[config.mk]
export PLATFORM = sky130hd
export DESIGN_NAME = pc_update_unit
export DESIGN_NICKNAME = d
export VERILOG_FILES = /design/src/rtl/pc_update_unit.sv
export SDC_FILE = /design/constraint.sdc
export NUM_CORES = 1
export LEC_CHECK = 0
export ABC_AREA = 1
export CAP_MARGIN = 20
export CORE_ASPECT_RATIO = 1.25
export CORE_MARGIN = 5
export CORE_UTILIZATION = 44
export DETAILED_ROUTE_END_ITERATION = 8
export GPL_ROUTABILITY_DRIVEN = 0
export GPL_TIMING_DRIVEN = 1
export MAX_ROUTING_LAYER = met4
export PLACE_DENSITY_LB_ADDON = 0.3
export SLEW_MARGIN = 10
export SYNTH_ARGS = -nofsm -noshare
export SYNTH_HDL_FRONTEND = slang
export SYNTH_SLANG_ARGS = --single-unit
[constraint.sdc]
create_clock -name i_clk -period 4.7 [get_ports i_clk]
set_clock_uncertainty 0.05 [all_clocks]
set_input_delay 0.94 -clock i_clk [delete_from_list [all_inputs] [get_ports i_clk]]
set_output_delay 0.94 -clock i_clk [all_outputs]
set_load 0.02 [all_outputs]
[src/rtl/pc_update_unit.sv]
// Program-counter stage: sequential or redirect flow, frozen on memory stall, with a
// stalled redirect held until release. Optional taken counter under PC_TAKEN_COUNT_EN.
module pc_update_unit #(
    parameter int                  PC_WIDTH  = 32,
    parameter int                  OFF_WIDTH = 8,
    parameter logic [PC_WIDTH-1:0] RESET_PC  = '0
) (
    input  logic                 i_clk,
    input  logic                 i_reset,
    input  logic                 i_busywait,
    input  logic                 i_pc_sel,
    input  logic [OFF_WIDTH-1:0] i_offset,
    output logic [PC_WIDTH-1:0]  o_pc,
    output logic [PC_WIDTH-1:0]  o_pc_next4,
    output logic                 o_redirect_pending
`ifdef PC_TAKEN_COUNT_EN
    ,
    output logic [15:0]          o_taken_count
`endif
);

    typedef enum logic {
        IDLE    = 1'b0,
        PENDING = 1'b1
    } state_t;

    state_t                r_state;
    logic [PC_WIDTH-1:0]   r_pc;
    logic [PC_WIDTH-1:0]   r_pend_tgt;
    logic [PC_WIDTH-1:0]   w_off_ext;
    logic [PC_WIDTH-1:0]   w_tgt;

    // Word offset is sign-extended to full width; the sum wraps silently.
    assign w_off_ext  = {{(PC_WIDTH-OFF_WIDTH){i_offset[OFF_WIDTH-1]}}, i_offset};
    assign o_pc_next4 = r_pc + PC_WIDTH'(4);
    assign w_tgt      = o_pc_next4 + (w_off_ext << 2);

    assign o_pc               = r_pc;
    assign o_redirect_pending = (r_state == PENDING);

    always_ff @(posedge i_clk) begin
        if (i_reset) begin
            r_pc       <= RESET_PC;
            r_state    <= IDLE;
            r_pend_tgt <= '0;
        end else begin
            case (r_state)
                IDLE: begin
                    if (i_busywait) begin
                        if (i_pc_sel) begin
                            r_pend_tgt <= w_tgt;
                            r_state    <= PENDING;
                        end
                    end else if (i_pc_sel) begin
                        r_pc <= w_tgt;
                    end else begin
                        r_pc <= o_pc_next4;
                    end
                end
                PENDING: begin
                    // First captured target wins; inputs are ignored until release.
                    if (!i_busywait) begin
                        r_pc    <= r_pend_tgt;
                        r_state <= IDLE;
                    end
                end
                default: r_state <= IDLE;
            endcase
        end
    end

`ifdef PC_TAKEN_COUNT_EN
    logic        w_taken;
    logic [15:0] r_taken_count;

    assign w_taken = !i_busywait && ((r_state == PENDING) || i_pc_sel);

    always_ff @(posedge i_clk) begin
        if (i_reset) begin
            r_taken_count <= '0;
        end else if (w_taken && (r_taken_count != 16'hFFFF)) begin
            r_taken_count <= r_taken_count + 16'd1;
        end
    end

    assign o_taken_count = r_taken_count;
`endif

endmodule

Word-level counts from Yosys, hierarchy flattened
Index checks and enable logic that the tools add are counted.

Latch bits: 0. Memories: 0. ROM bits: 0. Bits of input ports: 12. Bits in writable memories: 0. Flip-flop bits (word level): 65.

Div/mod/pow operators: 0. $lt $le $gt $ge: 0. Add/subtract/negate cells: 2. Reduce and logical (&&, ||, !) cells: 2. Bitwise logic cells: 1. Muxes and demuxes: 8. Shift-type cells: 0. Equal/unequal tests: 2. $mul: 0.

Operators with widths (number): 2-to-1 mux 32 bit (3); one-hot mux 32 bit (2 select lines) (1); adder 32 x 3 -> 32 bit (second input constant) (1); adder 32 bit (1); inequality test 2 bit (second input constant) (2); 2-to-1 mux 1 bit (3); AND reduction 3 bit (1); one-hot mux 1 bit (2 select lines) (1); AND reduction 2 bit (1); inverter 1 bit (1).

Logic depth before layout (Yosys ltp)
Word-level depth: 5. Gate-level depth with buffers: 24. Mapped depth without buffers: 24.

Worst setup path after synthesis
OpenSTA, ideal clock, no wires.

Kind: reg-to-reg. Start: reg r_pc[3] (netlist: o_pc[3]). End: reg r_pc[23] (netlist: o_pc[23]). Setup time: 112 ps. Cell stages (with the launch flop): 17. Arrival time: 2935 ps. Setup slack: 1602 ps. Required time: 4538 ps. Path buffers: 0. Clock period less this slack: 3098 ps. Cells stage by stage: dfxtp_1 -> ha_1 -> nand2_1 -> nor2_2 -> nand2_2 -> nor3_2 -> xor2_1 -> ha_1 -> a21oi_1 -> nand2_1 -> a21oi_1 -> nand2_1 -> a21oi_1 -> xor2_1 -> nand2_1 -> nand2_1 -> nand2_1.

Longest elaborated chain between the ends: 5.

RTL lines: start: declaration (line 28) `logic [PC_WIDTH-1:0] r_pc;`; start signal: assignment (line 55) `r_pc <= w_tgt;`; start signal: assignment (line 57) `r_pc <= o_pc_next4;`; start signal: assignment (line 63) `r_pc <= r_pend_tgt;`; adder 32 x 3 -> 32 bit (line 35) `assign o_pc_next4 = r_pc + PC_WIDTH'(4);`; via o_pc_next4[14] (line 14) `output logic [PC_WIDTH-1:0] o_pc_next4,`; adder 32 bit (line 36) `assign w_tgt = o_pc_next4 + (w_off_ext << 2);`; 2-to-1 mux 32 bit (line 54) `end else if (i_pc_sel) begin`; 2-to-1 mux 32 bit (line 49) `if (i_busywait) begin`; one-hot mux 32 bit (2 select lines) (line 47) `case (r_state)`.

The timed path passes the listed nets, and every way through them passes these cells. The select of a mux whose other input is x is not followed. A chain may end at the register's enable or synchronous reset.

Worst setup path after layout
Start: reg r_pc[3] (netlist: o_pc[3]). End: out o_pc_next4[22].

Longest elaborated chain between the ends: 1.

RTL lines (line): adder 32 x 3 -> 32 bit (35); end: declaration (14).

No other way between the ends.

==> tab_implementation.tex <==
\begin{tabular}{lr}
\hline
Metric & Value \\
\hline
\multicolumn{2}{l}{\textbf{Clocking}} \\
\quad Count of H-tree levels built during CTS & 3 \\
\quad Number of gates given a new drive strength after cts & 0 \\
\quad Clock latency reported for the late side of the worst-skew pair & between 300 and 400 ps \\
\quad Clock transition at the registers of the reported paths & about 60 ps \\
\quad Setup bufs post-CTS & 0 \\
\quad Hold buffers post-CTS & 0 \\
\quad Clock root buffer & sky130\_fd\_sc\_hd\_\_clkbuf\_16 \\
\quad Clock sink count & 65 \\
\quad TritonCTS clock tree & done \\
\quad Number of buffers inserted during clock tree synthesis & 9 \\
\quad Deepest clock path buffer count & 2 \\
\multicolumn{2}{l}{\textbf{Floorplan}} \\
\quad Number of top-level pins & 77 \\
\quad Number of standard-cell rows in the floorplan & 46 \\
\quad Die Footprint & between 15,000 and 20,000 um\^{}2 \\
\quad Initial cell density of the core & about 45\% \\
\quad Die height & roughly 140 um \\
\quad Horiz. Die Dim & about 110 um \\
\quad Area inside the core boundary & 12,600 um\^{}2 \\
\multicolumn{2}{l}{\textbf{Placement}} \\
\quad Placed wire-length estimate & about 15 mm \\
\quad Number of cells after detailed placement & $\sim$1,200 \\
\quad Minimum setup slack after placement & $\sim$1200 ps \\
\quad Placed Area & 6521 um\^{}2 \\
\quad Count of input and output buffers & 76 \\
\multicolumn{2}{l}{\textbf{Logic synthesis}} \\
\quad Number of unique standard cell types used by synthesis & 42 \\
\quad Sequential element share of the synthesized area & 23.19\% \\
\quad Top\_reg\_cell synth & sky130\_fd\_sc\_hd\_\_dfxtp\_1 \\
\quad Mapped Nets & 973 \\
\quad Average instance area after synthesis & approximately 6.1 um\^{}2 \\
\quad Total of flip-flops plus latches after synthesis & between 60 and 70 \\
\quad Post-synth EDFFs & 0 \\
\quad Number of instances in the synthesized netlist & 923 \\
\quad Synth warn & 0 \\
\quad Synthesized cell area & $\sim$5600 um\^{}2 \\
\quad Async set-or-reset flop fraction in the synthesized netlist & 0\% \\
\multicolumn{2}{l}{\textbf{Drt}} \\
\quad Post-detailed-route count of antenna-violating nets & 0 \\
\quad Vias per cell & around 5.3 \\
\quad Total via count in the routed design & approximately 6,200 \\
\quad First drt pass iteration count & 5 \\
\quad WL per Instance & approximately 16 um \\
\quad DRC viols & 0 \\
\quad Number of DRC violations after detailed-routing iteration 0 & a little under 600 \\
\quad Sum of routed wire length over all layers & about 19 mm \\
\multicolumn{2}{l}{\textbf{Critical path}} \\
\quad Worst EP required & approximately 3700 ps \\
\quad Startpoint type of the worst setup path & flip-flop \\
\quad Worst Path Class, Setup & reg2out \\
\quad CP Max Fanout & 5 \\
\quad Signal arrival time at the worst endpoint & 2800 ps \\
\quad Critical path capture point type & primary output \\
\multicolumn{2}{l}{\textbf{Timing}} \\
\quad Upper clock frequency limit & between 200 and 300 MHz \\
\quad Final setup fails & 0 \\
\quad Unrepaired setup endpoints after global routing & no \\
\quad Number of max-slew violations in the final report & 0 \\
\quad Post-route worst setup slack & approximately 900 ps \\
\quad Sum of negative setup slack & 0 ps \\
\quad Tmin final & 3788 ps \\
\quad Final hold vios & 0 \\
\quad Actual transition at the worst max-transition pin & 1061 ps \\
\quad Max-slew headroom & 29.03\% \\
\quad Share of the clock period used by the worst path after layout & 80.60\% \\
\multicolumn{2}{l}{\textbf{Job}} \\
\quad Number of max-cap violations & 0 \\
\multicolumn{2}{l}{\textbf{Power and ir drop}} \\
\quad Total Power Consumption & $\sim$0.002 W \\
\quad Cell Pwr Density & 291.8 nW/um\^{}2 \\
\quad Standby leakage power & 3.306 nW \\
\quad Max VDD drop & $\sim$190 uV \\
\multicolumn{2}{l}{\textbf{Layout}} \\
\quad Antenna diode instance count & 0 \\
\quad Non-filler instance count after layout & around 1,200 \\
\quad Nets & between 1,000 and 1,500 \\
\quad Final Cell Area & around 6800 um\^{}2 \\
\quad Area overhead of the layout relative to synthesis & 21.05\% \\
\quad Ratio of cells with drive above 1 in the final layout & 5.506\% \\
\multicolumn{2}{l}{\textbf{Global routing}} \\
\quad Combined global-route utilization of all metal layers & 25.80\% \\
\quad Vias in the first global route & roughly 5,800 \\
\quad Maximum number of pins on one net before global-route repair & 32 \\
\quad Number of antenna violations at the first check in global routing & 0 \\
\quad Wire length of the first global-routing pass & 30.23 mm \\
\quad GR Overflow Total & 0 \\
\multicolumn{2}{l}{\textbf{Worst hold path}} \\
\quad Path type of the worst min-delay path & reg2reg \\
\multicolumn{2}{l}{\textbf{Status}} \\
\quad Status & finished clean \\
\hline
\end{tabular}
[layout by cell type, fill, tap and decap left out, types with 2 or more instances in the layout]
| cell | instances |
|---|---|
| sky130_fd_sc_hd__o22ai_1 | 4 |
| sky130_fd_sc_hd__nor3_1 | 10 |
| sky130_fd_sc_hd__clkinvlp_4 | 3 |
| sky130_fd_sc_hd__inv_1 | 128 |
| sky130_fd_sc_hd__nand3_1 | 52 |
| sky130_fd_sc_hd__buf_4 | 7 |
| sky130_fd_sc_hd__a21oi_2 | 2 |
| sky130_fd_sc_hd__nor2_4 | 4 |
| sky130_fd_sc_hd__and2_1 | 2 |
| sky130_fd_sc_hd__or2_2 | 3 |
| sky130_fd_sc_hd__nand2_2 | 6 |
| sky130_fd_sc_hd__dfxtp_1 | 65 |
| sky130_fd_sc_hd__a21o_1 | 3 |
| sky130_fd_sc_hd__o21ai_0 | 46 |
| sky130_fd_sc_hd__nand2_1 | 242 |
| sky130_fd_sc_hd__clkinv_1 | 3 |
| sky130_fd_sc_hd__inv_2 | 5 |
| sky130_fd_sc_hd__xnor2_1 | 5 |
| sky130_fd_sc_hd__nor2_1 | 130 |
| sky130_fd_sc_hd__a31oi_1 | 4 |
| sky130_fd_sc_hd__xor2_1 | 32 |
| sky130_fd_sc_hd__clkdlybuf4s50_1 | 76 |
| sky130_fd_sc_hd__a21oi_1 | 52 |
| sky130_fd_sc_hd__o21ai_1 | 8 |
| sky130_fd_sc_hd__clkinv_2 | 3 |
| sky130_fd_sc_hd__nor3_2 | 6 |
| sky130_fd_sc_hd__o221ai_1 | 16 |
| sky130_fd_sc_hd__clkbuf_16 | 9 |
| sky130_fd_sc_hd__o211ai_1 | 4 |
| sky130_fd_sc_hd__o21bai_1 | 5 |
| sky130_fd_sc_hd__ha_1 | 37 |
| sky130_fd_sc_hd__nand4_1 | 13 |
| sky130_fd_sc_hd__nor2_2 | 4 |
[registers in the layout, indices dropped and copies added, names as in the netlist]
name,count
o_pc,32
o_redirect_pending,1
r_pend_tgt,32
[logic make-up after synthesis]
logic type	after synthesis	synth area share, %
simple gates	477	36.10
buf+inv	159	11.13
compound gates	147	15.21
flops	65	23.19
fa+ha+maj	38	8.606
xor+xnor	37	5.775
[worst max-delay path: stages, from the launching register on]
cell and delay, ps:
sky130_fd_sc_hd__dfxtp_1 420, sky130_fd_sc_hd__ha_1 230, sky130_fd_sc_hd__nand2_1 80, sky130_fd_sc_hd__nor2_2 140, sky130_fd_sc_hd__nand2_2 110, sky130_fd_sc_hd__inv_2 90
sky130_fd_sc_hd__nand4_1 200, sky130_fd_sc_hd__o21ai_1 190, sky130_fd_sc_hd__nand2_1 110, sky130_fd_sc_hd__inv_1 230, sky130_fd_sc_hd__clkdlybuf4s50_1 660
[where the power goes]
part / switching (W) / leakage, nW / total, W / internal, W
clock network: 0.000259 / 0.128 / 0.000614 / 0.000355
registers: 0.0000523 / 0.536 / 0.000650 / 0.000598
logic: 0.000460 / 2.64 / 0.000718 / 0.000258
total: 0.000770 / 3.31 / 0.00198 / 0.00121
[final timing paths]
kind	from	to	slack, ps	cells past startpoint
worst max-delay path	o_pc[3]	o_pc_next4[22]	910	10
worst min-delay path	r_pend_tgt[3]	r_pend_tgt[3]	420	2
worst max register to register	o_pc[3]	o_pc[31]	1180	21
worst min register to register	r_pend_tgt[3]	r_pend_tgt[3]	420	2
[stage by stage]
step / utilization, % / hold WS, ps
2_1_floorplan: - / 379.8
3_3_place_gp: 51.74 / 399.0
3_5_place_dp: 51.74 / 406.2
4_1_cts: 53.89 / 415.1
5_1_grt: 53.89 / 436.6
6_report: 53.89 / 418.4
[per-layer routing]
metal | vias up | global-route usage, % | routed length, um
met5 | - | - | 0
li1 | 3104 | - | -
met3 | 67 | 3.339 | 1229
met1 | 2765 | 29.74 | 7787
met4 | 0 | 14.27 | 1236
met2 | 289 | 43.69 | 8948
[area by class of cell]
class,count,area (um^2)
clock buffers,9,225.2
clock inverters,7,46.29
fillers,1250,5812
inverters,136,510.5
multi-input cells,699,3686
flip-flops and latches,65,1301
well taps,168,210.2
repair buffers,83,813.3
[cells in the mapped netlist (6+ instances only)]
master | n | area, um^2
sky130_fd_sc_hd__nor3_2 | 6 | 60.06
sky130_fd_sc_hd__dfxtp_1 | 65 | 1301
sky130_fd_sc_hd__inv_1 | 128 | 480.5
sky130_fd_sc_hd__buf_2 | 6 | 30.03
sky130_fd_sc_hd__ha_1 | 37 | 462.9
sky130_fd_sc_hd__nand2_2 | 6 | 37.54
sky130_fd_sc_hd__nand4_1 | 13 | 81.33
sky130_fd_sc_hd__nand2_1 | 242 | 908.4
sky130_fd_sc_hd__clkbuf_1 | 9 | 33.78
sky130_fd_sc_hd__o21ai_1 | 8 | 40.04
sky130_fd_sc_hd__xor2_1 | 32 | 280.3
sky130_fd_sc_hd__o21ai_0 | 46 | 230.2
sky130_fd_sc_hd__o221ai_1 | 16 | 140.1
sky130_fd_sc_hd__nor2_1 | 130 | 488.0
sky130_fd_sc_hd__nor3_1 | 10 | 50.05
sky130_fd_sc_hd__nand3_1 | 52 | 260.3
sky130_fd_sc_hd__a21oi_1 | 52 | 260.3
Note: power is estimated with default switching activity, not from simulation.
